<file path="config.mk">
export PLATFORM = sky130hd
export DESIGN_NAME = uart_rx_os16
export DESIGN_NICKNAME = d
export VERILOG_FILES = /design/src/rtl/uart_pkg.sv /design/src/rtl/uart_rx_sampler.sv /design/src/rtl/uart_rx_os16.sv
export SDC_FILE = /design/constraint.sdc
export NUM_CORES = 1
export LEC_CHECK = 0
export BUFFER_PORTS_ARGS = -buffer_cell sky130_fd_sc_hd__buf_2
export CAP_MARGIN = 25
export CORE_MARGIN = 2
export CORE_UTILIZATION = 30
export CTS_CLUSTER_DIAMETER = 30
export DETAILED_ROUTE_END_ITERATION = 10
export PLACE_DENSITY = 0.53
export SLEW_MARGIN = 20
export SYNTH_ARGS = -nofsm -noshare
export SYNTH_HDL_FRONTEND = slang
export SYNTH_SLANG_ARGS = --single-unit
</file>
<file path="constraint.sdc">
create_clock -name clk -period 1.9 [get_ports clk]
set_clock_uncertainty 0.05 [all_clocks]
set_input_delay 0.19 -clock clk [delete_from_list [all_inputs] [get_ports clk]]
set_output_delay 0.19 -clock clk [all_outputs]
set_load 0.02 [all_outputs]
</file>
<file path="src/rtl/uart_pkg.sv">
// Shared definitions for the 16x-oversampled UART receiver.
//   OS_RATE         clocks per bit (only 16 is supported)
//   SMP0/SMP1/SMP2  phases at which the three majority-vote samples are taken
//   DATA_BITS       payload bits per frame
//   rx_state_e      receiver FSM states
package uart_pkg;

  localparam int unsigned OS_RATE   = 16;
  localparam int unsigned SMP0      = 7;
  localparam int unsigned SMP1      = 8;
  localparam int unsigned SMP2      = 9;
  localparam int unsigned DATA_BITS = 8;

  typedef enum logic [2:0] {
    StIdle,
    StStart,
    StData,
    StParity,
    StStop,
    StBreak
  } rx_state_e;

endpackage

</file>
<file path="src/rtl/uart_rx_sampler.sv">
// Front end of the UART receiver: input synchronizer, falling-edge detector,
// per-bit phase counter and 3-sample majority vote.
// Ports:
//   clk, rst_n  clock and asynchronous active-low reset
//   rx          raw serial line (asynchronous to clk)
//   active      FSM is inside a bit (START/DATA/PARITY/STOP): phase counter runs
//   start       restart the phase counter; the current cycle is phase 0
//   rx_s        synchronized line
//   fall        rx_s went 1 -> 0 this cycle
//   bit_valid   phase 9 of an active bit: bit_value holds the decided bit
//   bit_value   majority of the samples at phases 7, 8 and 9
//   bit_end     phase 15 of an active bit
module uart_rx_sampler (
  input  logic clk,
  input  logic rst_n,
  input  logic rx,
  input  logic active,
  input  logic start,
  output logic rx_s,
  output logic fall,
  output logic bit_valid,
  output logic bit_value,
  output logic bit_end
);
  import uart_pkg::*;

  logic       rx_meta_q;
  logic       rx_s_q;
  logic       rx_prev_q;
  logic [3:0] phase_q;
  logic       smp0_q;
  logic       smp1_q;

  always_ff @(posedge clk or negedge rst_n) begin
    if (!rst_n) begin
      rx_meta_q <= 1'b1;
      rx_s_q    <= 1'b1;
      rx_prev_q <= 1'b1;
      phase_q   <= 4'd0;
      smp0_q    <= 1'b1;
      smp1_q    <= 1'b1;
    end else begin
      rx_meta_q <= rx;
      rx_s_q    <= rx_meta_q;
      rx_prev_q <= rx_s_q;
      // The detection cycle counts as phase 0, so the counter loads 1 after it.
      if (start) begin
        phase_q <= 4'd1;
      end else if (active) begin
        phase_q <= phase_q + 4'd1;
      end else begin
        phase_q <= 4'd0;
      end
      if (active && phase_q == 4'(SMP0)) smp0_q <= rx_s_q;
      if (active && phase_q == 4'(SMP1)) smp1_q <= rx_s_q;
    end
  end

  assign rx_s      = rx_s_q;
  assign fall      = rx_prev_q & ~rx_s_q;
  assign bit_valid = active && (phase_q == 4'(SMP2));
  // Third sample is the live synchronized value at phase 9.
  assign bit_value = (smp0_q & smp1_q) | (smp0_q & rx_s_q) | (smp1_q & rx_s_q);
  assign bit_end   = active && (phase_q == 4'(OS_RATE - 1));

endmodule

</file>
<file path="src/rtl/uart_rx_os16.sv">
// UART receiver, 16 clocks per bit: 1 start, 8 data (LSB first), optional
// parity, 1 stop. Each byte is presented on dataout with a one-cycle strobe.
// Build option: define UART_RX_PARITY_EN to expect a parity bit after bit 7;
// otherwise frames are 10 bits and dataerror is tied low.
// Ports:
//   clk, rst_n  16x baud clock and asynchronous active-low reset
//   rx          serial line, idles high
//   dataout     last received byte (held until the next frame completes)
//   rdsig       one-cycle pulse: frame with a good stop bit received
//   dataerror   one-cycle pulse with rdsig on parity mismatch
//   frameerror  one-cycle pulse: stop bit sampled low
//   idle        1 while receiving (busy), 0 when idle
module uart_rx_os16 #(
  parameter logic        PARITYMODE = 1'b0,
  parameter int unsigned OS_RATE    = 16
) (
  input  logic       clk,
  input  logic       rst_n,
  input  logic       rx,
  output logic [7:0] dataout,
  output logic       rdsig,
  output logic       dataerror,
  output logic       frameerror,
  output logic       idle
);
  import uart_pkg::*;

  rx_state_e  state_q;
  logic [2:0] bit_cnt_q;
  logic [7:0] shift_q;
  logic [7:0] dataout_q;
  logic       rdsig_q;
  logic       dataerror_q;
  logic       frameerror_q;
  logic       idle_q;

  logic rx_s, fall, bit_valid, bit_value, bit_end;
  logic active, start, parity_err;

  assign active = (state_q == StStart) || (state_q == StData) ||
                  (state_q == StParity) || (state_q == StStop);
  assign start  = (state_q == StIdle) && fall;

  uart_rx_sampler u_sampler (
    .clk       (clk),
    .rst_n     (rst_n),
    .rx        (rx),
    .active    (active),
    .start     (start),
    .rx_s      (rx_s),
    .fall      (fall),
    .bit_valid (bit_valid),
    .bit_value (bit_value),
    .bit_end   (bit_end)
  );

  // Only the 16x rate is implemented; the parameter exists for interface parity.
  logic unused_cfg;
`ifdef UART_RX_PARITY_EN
  logic par_q;
  assign parity_err = par_q ^ (^shift_q) ^ PARITYMODE;
  assign unused_cfg = (OS_RATE != uart_pkg::OS_RATE);
`else
  assign parity_err = 1'b0;
  assign unused_cfg = (OS_RATE != uart_pkg::OS_RATE) ^ PARITYMODE;
`endif

  always_ff @(posedge clk or negedge rst_n) begin
    if (!rst_n) begin
      state_q      <= StIdle;
      bit_cnt_q    <= 3'd0;
      shift_q      <= 8'd0;
      dataout_q    <= 8'd0;
      rdsig_q      <= 1'b0;
      dataerror_q  <= 1'b0;
      frameerror_q <= 1'b0;
      idle_q       <= 1'b0;
`ifdef UART_RX_PARITY_EN
      par_q        <= 1'b0;
`endif
    end else begin
      rdsig_q      <= 1'b0;
      dataerror_q  <= 1'b0;
      frameerror_q <= 1'b0;
      case (state_q)
        StIdle: begin
          bit_cnt_q <= 3'd0;
          if (fall) begin
            state_q <= StStart;
            idle_q  <= 1'b1;
          end
        end
        StStart: begin
          if (bit_valid && bit_value) begin
            // False start: glitch shorter than half a bit.
            state_q <= StIdle;
            idle_q  <= 1'b0;
          end else if (bit_end) begin
            state_q <= StData;
          end
        end
        StData: begin
          if (bit_valid) shift_q <= {bit_value, shift_q[7:1]};
          if (bit_end) begin
            if (bit_cnt_q == 3'(DATA_BITS - 1)) begin
              bit_cnt_q <= 3'd0;
`ifdef UART_RX_PARITY_EN
              state_q   <= StParity;
`else
              state_q   <= StStop;
`endif
            end else begin
              bit_cnt_q <= bit_cnt_q + 3'd1;
            end
          end
        end
`ifdef UART_RX_PARITY_EN
        StParity: begin
          if (bit_valid) par_q <= bit_value;
          if (bit_end) state_q <= StStop;
        end
`endif
        StStop: begin
          if (bit_valid) begin
            dataout_q <= shift_q;
            if (bit_value) begin
              // Leave at phase 9 so a start edge later in this bit is caught.
              rdsig_q     <= 1'b1;
              dataerror_q <= parity_err;
              state_q     <= StIdle;
              idle_q      <= 1'b0;
            end else begin
              frameerror_q <= 1'b1;
              state_q      <= StBreak;
            end
          end
        end
        StBreak: begin
          if (rx_s) begin
            state_q <= StIdle;
            idle_q  <= 1'b0;
          end
        end
        default: begin
          state_q <= StIdle;
          idle_q  <= 1'b0;
        end
      endcase
    end
  end

  assign dataout    = dataout_q;
  assign rdsig      = rdsig_q;
  assign dataerror  = dataerror_q;
  assign frameerror = frameerror_q;
  assign idle       = idle_q;

endmodule

</file>
==> reports/metrics.cfg, run 1 <==
[status]
outcome=completed

[synthesis]
syn_nets=138
muxShareOfSynthArea=0.136
synth_top_area_cell=dfrtp_1
synth.ff_latch_count=34
yosys.area_share.simple=0.127
synth_top_family_by_area=multiplexers
async_flop_share=1.00
ys_top_cells_by_area=dfrtp_1 (45%), mux2_2 (11%), dfstp_2 (8.2%)
netlist_area_sq_mm=0.00160
synth.most_common_cell=dfrtp_1
seq_area_frac_synth=0.537
synth_common_cells=dfrtp_1 (29), mux2_2 (15), nor2_1 (10)
synth_fa_ha_area_frac=0.0455
synth_edf_count=0
synth_cells=130
syn_area_per_cell_sq_um=12.3
ys_warn_count=0
synth_compound_area_frac=0.0909
netlist.area_leader.share=0.455
synth-xor-area-share=0.0165
ys.flop_type=dfrtp_1
synth_cell_types=40

[clock_network]
clock-sinks=34
cts_buffers=5
insertion_delay_ns=0.28
cts_hold_buffers=2
cts_tree=done
h-tree-depth=2
post_cts_resized=0
postCtsSetupBuffers=0
clk_pin_slew_ns=0.07
clock-root-buffer=clkbuf_8
clk_path_buf_depth=2

[detailed_routing]
drc=0
vias_per_cell=4.63
drtPass1Iterations=4
wl_per_cell_um=12.6
wl_um=2790
ant_nets=0
drtIter0Drc=84
num_vias=1024

[timing]
finalHoldViolCount=0
finalCritPeriodShare=0.926
rsz0062_at_grt=false
slew_headroom=0.498
setup_ws_ns=0.141
slew_viol_final=0
worst_pin_slew_ns=0.753
finalSetupViolations=0
min_period_ns=1.76
setup-tns-final_ns=0
fmax_mhz=568

[worst_setup_path]
arrival_ns=1.88
reg2reg_depth=5
crit_path_start_kind=flip-flop
reg2reg_to=state_q[0]
startpoint=bit_cnt_q[0]
cp_max_fo=4
r2r_setup_slack_ns=0.14
endpoint_kind=flip-flop
slowest_delay_ns=0.41
worstPathRequired_ns=2.02
cp_slowest_cell=dfrtp_1
cp-endpoint=state_q[0]
cpMostUsedCell=ha_1
crit_type=reg2reg
crit_chain=ha_1 > ha_1 > o32a_4 > o221ai_2 > mux2_4
r2r-start=bit_cnt_q[0]

[global_route]
grt_pass1_wl_um=5040
gr-total-overflow=0
grt_max_degree=35
grt_pass1_vias=1045
antenna_found_initial=0
grt_use_total=0.107

[placed_design]
dp_slack_ns=0.140
place_area_sq_mm=0.00173
place_congestion=0.753
io_buffers=13
hpwlAfterDp_um=1990

[hold_path]
hp-class=reg2reg

[layout]
fill_cells=510
syn_to_final_growth_pct=14.5
drive_above_1_share=0.344
final_cell_area_sq_mm=0.00183
fin_nets=158
diodes=0

[pwr]
powerDensity_mw_per_mm2=938
total_power_mw=1.72
leakage_nw=0.876
ir_worst_vdd_mv=0.441

[floorplan]
die_x_um=77.0
fp.dieArea_sq_mm=0.00592
rows=26
core_area_sq_mm=0.00511
die_h_um=77.0
ios=15
start_util=0.313

[flow_run]
max-cap-violations=0

==> through the flow <==
step | hold WS, ns | instances | util
CTS | 0.308 | 221 | 0.358
finish | 0.307 | 221 | 0.358
global placement | 0.245 | 211 | 0.338
floorplan | -0.156 | 130 | -
detailed placement | 0.246 | 211 | 0.338
global route | 0.314 | 221 | 0.358
==> worst max-delay path, delay by kind of cell, from the launching register on <==
kind / cells / cell delay (ns)
flip-flops: 1 / 0.41
AO/OA/AOI/OAI: 2 / 0.46
adder cells (fa/ha/maj): 2 / 0.43
multiplexers: 1 / 0.31
==> placed cells by master, fill, tap and decap left out, types with 2 or more instances in the layout <==
cell,netlist,final
clkbuf_8,0,5
mux2_2,15,15
or3b_1,2,2
clkinv_2,0,2
buf_4,2,4
a22oi_1,2,2
nand3_2,2,2
nand2b_1,2,2
mux2_1,2,2
nor2_1,10,10
nand2_1,9,9
xor2_1,2,2
dfrtp_1,29,29
a31oi_1,2,2
dfstp_2,5,5
inv_1,5,5
buf_2,0,13
o21ai_0,7,7
ha_1,5,5
dlygate4sd3_1,0,2
nand3_1,4,4
==> cell type report <==
class	count	area, sq um	area share
sequential	34	857	0.469
timing repair buffer	19	115	0.0630
multi-input combinational	85	667	0.365
tap	70	87.6	0.0479
inverter	5	18.8	0.0103
clock inverter	2	10.0	0.00548
clock buffer	6	72.6	0.0397
==> where the power goes <==
part | total (mW) | leakage [nW] | switching (mW) | internal (mW)
logic | 0.347 | 0.384 | 0.184 | 0.163
clock network | 0.506 | 0.0450 | 0.252 | 0.254
registers | 0.862 | 0.447 | 0.0758 | 0.786
==> logic make-up (layout without fill, tap and decap cells) <==
| kind of cell | after synthesis | count (layout) |
|---|---|---|
| other cells | 1 | 1 |
| simple gates | 37 | 37 |
| compound gates | 19 | 19 |
| flops | 34 | 34 |
| mux | 19 | 19 |
| fa+ha+maj | 6 | 6 |
| xor+xnor | 3 | 3 |
| buf+inv | 11 | 32 |
==> routing by layer <==
layer  track usage  routed length (um)
met5             0                   0
met4        0.0273                  30
met3        0.0459                 168
met2         0.152                1220
met1         0.151                1370
==> how the worst min path moves through the flow <==
| stage | from | slack [ns] | depth (start not counted) | endpoint |
|---|---|---|---|---|
| after global placement | rst_n | 0.25 | 1 | idle |
| final | u_sampler.rx_meta_q | 0.31 | 0 | u_sampler.rx_s |
| after CTS | u_sampler.rx_meta_q | 0.31 | 0 | u_sampler.rx_s |
| after detailed placement | rx | 0.25 | 1 | u_sampler.rx_meta_q |
| after global routing | u_sampler.rx_meta_q | 0.31 | 0 | u_sampler.rx_s |
| after floorplan | rst_n | -0.16 | 0 | bit_cnt_q[0] |
==> flip-flops by register name, indices dropped and copies added, names as in the netlist <==
| signal | cells |
|---|---|
| bit_cnt_q | 3 |
| dataout | 8 |
| frameerror | 1 |
| idle | 1 |
| rdsig | 1 |
| shift_q | 8 |
| state_q | 3 |
| u_sampler.phase_q | 4 |
| u_sampler.rx_meta_q | 1 |
| u_sampler.rx_prev_q | 1 |
| u_sampler.rx_s | 1 |
| u_sampler.smp0_q | 1 |
| u_sampler.smp1_q | 1 |
No activity file was read; power rests on OpenSTA's default activity.
==> run 2, diff against run 1 <==
--- a/config.mk
+++ b/config.mk
@@ -5,6 +5,7 @@
 export SDC_FILE = /design/constraint.sdc
 export NUM_CORES = 1
 export LEC_CHECK = 0
+export ABC_AREA = 1
 export BUFFER_PORTS_ARGS = -buffer_cell sky130_fd_sc_hd__buf_2
 export CAP_MARGIN = 25
 export CORE_MARGIN = 2
==> run 2 against run 1 <==
First-iteration DRC count is 12% higher. Via count is 12% higher. Register-to-register slack better by 0.27 ns. Count of clock-buffer cells in the layout is 1 higher. Global-route usage is 0.50 points lower. Final area is 0.62% higher. Power is 18% higher. Flip-flop and latch count stayed put. Worst setup slack better by 0.27 ns. Critical endpoint unchanged.
==> reports/metrics.cfg, run 2 <==
[layout]
final_core_util=0.358  ; about the same
drive_above_1_share=0.230  ; was 0.344
regArea_sq_um=857  ; unchanged
multi_input_area_sq_um=617  ; was 667 sq um
fin_nets=203  ; was 158
final_cell_mix=nand2_1 (39), dfrtp_1 (29), inv_1 (25), nand3_1 (14)  ; was dfrtp_1 (29), mux2_2 (15), buf_2 (13), nor2_1 (10), nand2_1 (9)
fill_cells=541  ; was 510
final_common_cell=nand2_1  ; was dfrtp_1
syn_to_final_growth_pct=15.0  ; was 14.5%
diodes=0  ; unchanged

[pwr]
powerDensity_mw_per_mm2=1100  ; was 938 mW/mm^2
power_frac_comb=0.293  ; was 0.203
ir_worst_vdd_mv=0.693  ; was 0.441 mV
p_switching_uw=730  ; was 512 uW
swShare=0.360  ; was 0.299
power.clock.fraction=0.264  ; was 0.295
p_int_mw=1.30  ; was 1.20 mW
seq_power_share=0.443  ; was 0.503
leakage_nw=0.986  ; was 0.876 nW

[clock_network]
cts_tree=done  ; unchanged
clk_path_buf_depth=2  ; unchanged
h-tree-depth=2  ; unchanged
clk_pin_slew_ns=0.07  ; about the same
postCtsSetupBuffers=0  ; unchanged
insertion_delay_ns=0.28  ; about the same
clock-root-buffer=clkbuf_8  ; unchanged
clock-sinks=34  ; unchanged
cts_buffers=5  ; unchanged

[global_route]
antenna_found_initial=0  ; unchanged
grt.met3_usage=0.0318  ; was 0.0459
busiest_layer=met2  ; unchanged
grt_pass1_vias=1102  ; was 1045
grtUsageMet1=0.129  ; was 0.151
grt_max_degree=35  ; unchanged
gr-total-overflow=0  ; unchanged
grtUsageMet2=0.163  ; was 0.152
grt_use_total=0.102  ; was 0.107
grt_pass1_wl_um=4820  ; was 5040 um

[flow_run]
max-cap-violations=0  ; unchanged

[synthesis]
synth.most_common_cell=nand2_1  ; was dfrtp_1
seq_area_frac_synth=0.536  ; was 0.537
synth_cell_types=25  ; was 40
synth_edf_count=0  ; unchanged
syn_area_per_cell_sq_um=9.09  ; was 12.3 sq um
ys.flop_type=dfrtp_1  ; unchanged
synth_top_family_by_area=simple AND/OR/NAND/NOR gates  ; was multiplexers
ys_top_cells_by_area=dfrtp_1 (45%), nand2_1 (9.2%), dfstp_2 (8.2%)  ; was dfrtp_1 (45%), mux2_2 (11%), dfstp_2 (8.2%)
netlist.area_leader.share=0.454  ; was 0.455
yosys.area_share.simple=0.255  ; was 0.127
netlist_area_sq_mm=0.00160  ; about the same
async_flop_share=1.00  ; unchanged
muxShareOfSynthArea=0  ; was 0.136
syn_nets=184  ; was 138
synth_compound_area_frac=0.0892  ; was 0.0909
synth_top_area_cell=dfrtp_1  ; unchanged
synth_cells=176  ; was 130
synth-xor-area-share=0  ; was 0.0165
synth_common_cells=nand2_1 (39), dfrtp_1 (29), inv_1 (25)  ; was dfrtp_1 (29), mux2_2 (15), nor2_1 (10)
synth_fa_ha_area_frac=0.0391  ; was 0.0455
ys_warn_count=0  ; unchanged
synth.ff_latch_count=34  ; unchanged

[floorplan]
ios=15  ; unchanged
die_x_um=77.0  ; about the same
die_h_um=77.0  ; about the same
start_util=0.311  ; was 0.313
rows=26  ; unchanged
core_area_sq_mm=0.00514  ; was 0.00511 sq mm
fp.dieArea_sq_mm=0.00593  ; was 0.00592 sq mm

[timing]
slew_viol_final=0  ; unchanged
finalCritPeriodShare=0.784  ; was 0.926
fmax_mhz=671  ; was 568 MHz
rsz0062_at_grt=false  ; unchanged
setup-tns-final_ns=0  ; unchanged
worst_pin_slew_ns=0.750  ; was 0.753 ns
min_period_ns=1.49  ; was 1.76 ns
slew_headroom=0.500  ; was 0.498
finalHoldViolCount=0  ; unchanged
finalSetupViolations=0  ; unchanged

[worst_setup_path]
endpoint_kind=flip-flop  ; unchanged
worstPathRequired_ns=2.02  ; about the same
arrival_ns=1.61  ; was 1.88 ns
reg2reg_depth=8  ; was 5
r2r_setup_slack_ns=0.41  ; was 0.14 ns
reg2reg_to=state_q[0]  ; unchanged
crit_type=reg2reg  ; unchanged
cp_max_fo=7  ; was 4
r2r-start=state_q[0]  ; was bit_cnt_q[0]
crit_path_start_kind=flip-flop  ; unchanged

[placed_design]
io_buffers=13  ; unchanged
place_congestion=0.774  ; was 0.753
hpwlAfterDp_um=1970  ; was 1990 um

[detailed_routing]
drc=0  ; unchanged
num_vias=1148  ; was 1024
drtIter0Drc=94  ; was 84
ant_nets=0  ; unchanged
wl_um=2670  ; was 2790 um
wl_per_cell_um=10.1  ; was 12.6 um
drtPass1Iterations=4  ; unchanged
vias_per_cell=4.32  ; was 4.63

[hold_path]
hold_depth=0  ; unchanged
min_to=u_sampler.rx_s  ; unchanged
hp-start=u_sampler.rx_meta_q  ; unchanged
hp-class=reg2reg  ; unchanged

[status]
outcome=completed  ; unchanged

-- run 2: critical path, cell delays in order (launching register included) --
cell,delay (ns)
dfrtp_1,0.41
inv_1,0.14
nand3_2,0.14
nand2_2,0.18
nand3_1,0.15
nand2_2,0.13
nand2_2,0.07
nand2_1,0.06
nand2_1,0.05
-- run 2: cells by family (layout without fill, tap and decap cells) --
family / Yosys count / in the layout
DFF: 34 / 34
AOI/OAI and AO/OA: 26 / 26
buffers and inverters: 30 / 50
and+or+nand+nor: 80 / 80
other: 1 / 1
adders and majority gates: 5 / 5
-- run 2: stage by stage --
step / instance area [sq um] / worst slack, ns / hold WS (ns) / cells / power, mW
3_3_place_gp: 1730 / 0.443 / 0.247 / 256 / 1.51
3_5_place_dp: 1730 / 0.411 / 0.247 / 256 / 1.52
4_1_cts: 1840 / 0.401 / 0.307 / 266 / 2.06
5_1_grt: 1840 / 0.258 / 0.317 / 266 / 2.21
6_report: 1840 / 0.411 / 0.306 / 266 / 2.03
2_1_floorplan: 1600 / 0.515 / -0.156 / 176 / 1.38
-- run 2: layer usage --
metal	vias up	wire (um)
met5	-	0
met4	0	44
met3	4	85
met2	19	1220
met1	533	1320
li1	592	-
-- run 2: timing repair --
item	CTS	global route
endpoints found under the hold margin	30	0
gates resized for setup	0	0
hold buffers	2	0
-- run 2: how the worst max path moves through the flow --
stage,start,end,slack [ns],cells past startpoint
after floorplan,u_sampler.phase_q[1],state_q[2],0.52,11
after global placement,state_q[1],state_q[2],0.44,8
after detailed placement,u_sampler.phase_q[1],state_q[0],0.41,11
after CTS,state_q[0],state_q[0],0.40,8
after global routing,u_sampler.phase_q[1],state_q[2],0.26,11
final,state_q[0],state_q[0],0.41,8
-- run 2: layout make-up --
cell class,count,share of cell area
timing repair buffer,15,0.0463
tap,70,0.0476
inverter,27,0.0551
clock buffer,7,0.0469
multi-input combinational,112,0.335
sequential,34,0.466
clock inverter,1,0.00272
-- run 2: power by group through the flow --
stage | combinational, mW | sequential, mW | clock [mW]
after CTS | 0.608 | 0.899 | 0.555
after global routing | 0.710 | 0.910 | 0.587
after global placement | 0.601 | 0.912 | 0
after floorplan | 0.474 | 0.902 | 0
final | 0.594 | 0.899 | 0.537
after detailed placement | 0.608 | 0.910 | 0
==> run 3, diff against run 2 <==
--- a/config.mk
+++ b/config.mk
@@ -12,7 +12,7 @@
 export CORE_UTILIZATION = 30
 export CTS_CLUSTER_DIAMETER = 30
 export DETAILED_ROUTE_END_ITERATION = 10
-export PLACE_DENSITY = 0.53
+export PLACE_DENSITY = 0.51
 export SLEW_MARGIN = 20
 export SYNTH_ARGS = -nofsm -noshare
 export SYNTH_HDL_FRONTEND = slang
==> constraint.sdc (replaced) <==
create_clock -name clk -period 1.5 [get_ports clk]
set_clock_uncertainty 0.05 [all_clocks]
set_input_delay 0.15 -clock clk [delete_from_list [all_inputs] [get_ports clk]]
set_output_delay 0.15 -clock clk [all_outputs]
set_load 0.02 [all_outputs]
==> run 3 against run 2 <==
Core utilization up 2.3 points. Maximum frequency up 4.6%. Final area up 6.3%. Non-clock buffer count up 6. Hold slack worse by 0.0055 ns. Final cell count up 2.3%. Register-to-register slack worse by 0.34 ns. Die area unchanged. Sequential power up 28%. Wire length up 7.7%. Sequential share of layout area down 2.7 points. Critical endpoint is now bit_cnt_q[0]. Largest power group unchanged.
==> reports/metrics.cfg, run 3 (synthesis results as in run 2) <==
[placed_design]
io_buffers=13  ; unchanged
place_area_sq_mm=0.00176  ; was 0.00173 sq mm
place_congestion=0.755  ; was 0.774
hpwlAfterDp_um=2020  ; was 1970 um

[detailed_routing]
ant_nets=0  ; unchanged
num_vias=1160  ; was 1148
wl_per_cell_um=10.6  ; was 10.1 um
vias_per_cell=4.26  ; was 4.32
drtIter0Drc=91  ; was 94
wl_um=2880  ; was 2670 um
drc=0  ; unchanged
drtPass1Iterations=4  ; unchanged

[layout]
fin_nets=209  ; was 203
diodes=0  ; unchanged
final_core_util=0.380  ; was 0.358
final_common_cell=nand2_1  ; unchanged
syn_to_final_growth_pct=22.3  ; was 15.0%
multi_input_area_sq_um=656  ; was 617 sq um
fill_cells=545  ; was 541
final_cell_area_sq_mm=0.00196  ; was 0.00184 sq mm
final_cell_mix=nand2_1 (35), dfrtp_1 (28), inv_1 (22), nand3_1 (13), buf_2 (13)  ; was nand2_1 (39), dfrtp_1 (29), inv_1 (25), nand3_1 (14)
regArea_sq_um=858  ; was 857 sq um
drive_above_1_share=0.317  ; was 0.230

[timing]
finalCritPeriodShare=0.950  ; was 0.784
finalHoldViolCount=0  ; unchanged
slew_viol_final=0  ; unchanged
fmax_mhz=702  ; was 671 MHz
finalSetupViolations=0  ; unchanged
min_period_ns=1.42  ; was 1.49 ns
setup-tns-final_ns=0  ; unchanged
holdWs_ns=0.300  ; was 0.306 ns
rsz0062_at_grt=true  ; was false

[floorplan]
die_x_um=77.0  ; unchanged
ios=15  ; unchanged
start_util=0.311  ; unchanged
core_area_sq_mm=0.00514  ; unchanged
rows=26  ; unchanged
die_h_um=77.0  ; unchanged
fp.dieArea_sq_mm=0.00593  ; unchanged

[clock_network]
insertion_delay_ns=0.29  ; was 0.28 ns
clk_path_buf_depth=2  ; unchanged
h-tree-depth=2  ; unchanged
cts_tree=done  ; unchanged
cts_buffers=5  ; unchanged
clock-root-buffer=clkbuf_8  ; unchanged
clock-sinks=34  ; unchanged
clk_pin_slew_ns=0.07  ; about the same

[global_route]
grt_use_total=0.115  ; was 0.102
antenna_found_initial=0  ; unchanged
grt_pass1_wl_um=5270  ; was 4820 um
grt_pass1_vias=1146  ; was 1102
grt_max_degree=35  ; unchanged
gr-total-overflow=0  ; unchanged

[flow_run]
max-cap-violations=0  ; unchanged

[worst_setup_path]
crit_path_start_kind=flip-flop  ; unchanged
cp_max_fo=6  ; was 7
startpoint=state_q[2]  ; was state_q[0]
endpoint_kind=flip-flop  ; unchanged
r2r-start=state_q[2]  ; was state_q[0]
arrival_ns=1.54  ; was 1.61 ns
crit_type=reg2reg  ; unchanged
worstPathRequired_ns=1.62  ; was 2.02 ns

[hold_path]
hp-class=in2async  ; was reg2reg

[status]
outcome=completed  ; unchanged

[pwr]
ir_worst_vdd_mv=0.713  ; was 0.693 mV
leakage_nw=1.04  ; was 0.986 nW
powerDensity_mw_per_mm2=1450  ; was 1100 mW/mm^2

run 3: changes by cell type in the layout (fill, tap and decap cells not counted), sizes merged:
cell	before	now
buf	13	19
clkbuf	7	8
clkinv	1	0
run 3: layout make-up:
cell class                      count  area share
Inverter                           27      0.0518
Sequential cell                    34       0.439
Timing Repair Buffer               21      0.0729
Tap cell                           70      0.0448
Multi-Input combinational cell    112       0.335
Clock buffer                        8      0.0563
run 3: path summary, 6_finish.rpt:
kind,cells past startpoint,to,slack [ns]
setup / recovery,6,bit_cnt_q[0],0.08
hold reg to reg,0,u_sampler.rx_s,0.31
min in group clk,0,u_sampler.rx_s,0.31
setup reg to reg,6,bit_cnt_q[0],0.08
hold / removal,3,dataout[5],0.30
max in group asynchronous,3,u_sampler.smp0_q,0.86
run 3: where the power goes:
part | switching [mW] | leakage [nW] | internal (mW)
combinational | 0.566 | 0.532 | 0.319
sequential | 0.107 | 0.449 | 1.04
clock | 0.333 | 0.0575 | 0.464
total | 1.01 | 1.04 | 1.83
run 3: critical path, stage by stage, from the launching register on:
cell and delay (ns):
dfrtp_1 0.45, inv_1 0.12, nand3_2 0.19, inv_2 0.15
nand4_2 0.16, nand3_1 0.10, o21ai_0 0.09
run 3: metrics by stage:
| step | total power [mW] | cells | setup slack, ns |
|---|---|---|---|
| after floorplan | 1.74 | 176 | 0.115 |
| final | 2.83 | 272 | 0.0754 |
| after CTS | 2.76 | 269 | 0.0207 |
| after global placement | 1.95 | 259 | 0.0500 |
| after global routing | 3.06 | 272 | -0.0456 |
| after detailed placement | 1.95 | 259 | 0.0149 |
run 3: what timing repair did:
action	in CTS	in global routing
setup buffers	0	3
hold endpoints to repair	35	0
pin swaps	1	4
endpoints found under the setup margin	2	17
hold buffers	2	0
gates resized for setup	0	18
run 3: routing by layer:
layer | wire [um] | vias up | global-route usage
met3 | 98 | 7 | 0.0388
met2 | 1310 | 13 | 0.176
met4 | 73 | 0 | 0.0643
li1 | - | 606 | -
met1 | 1400 | 534 | 0.142
met5 | 0 | - | 0
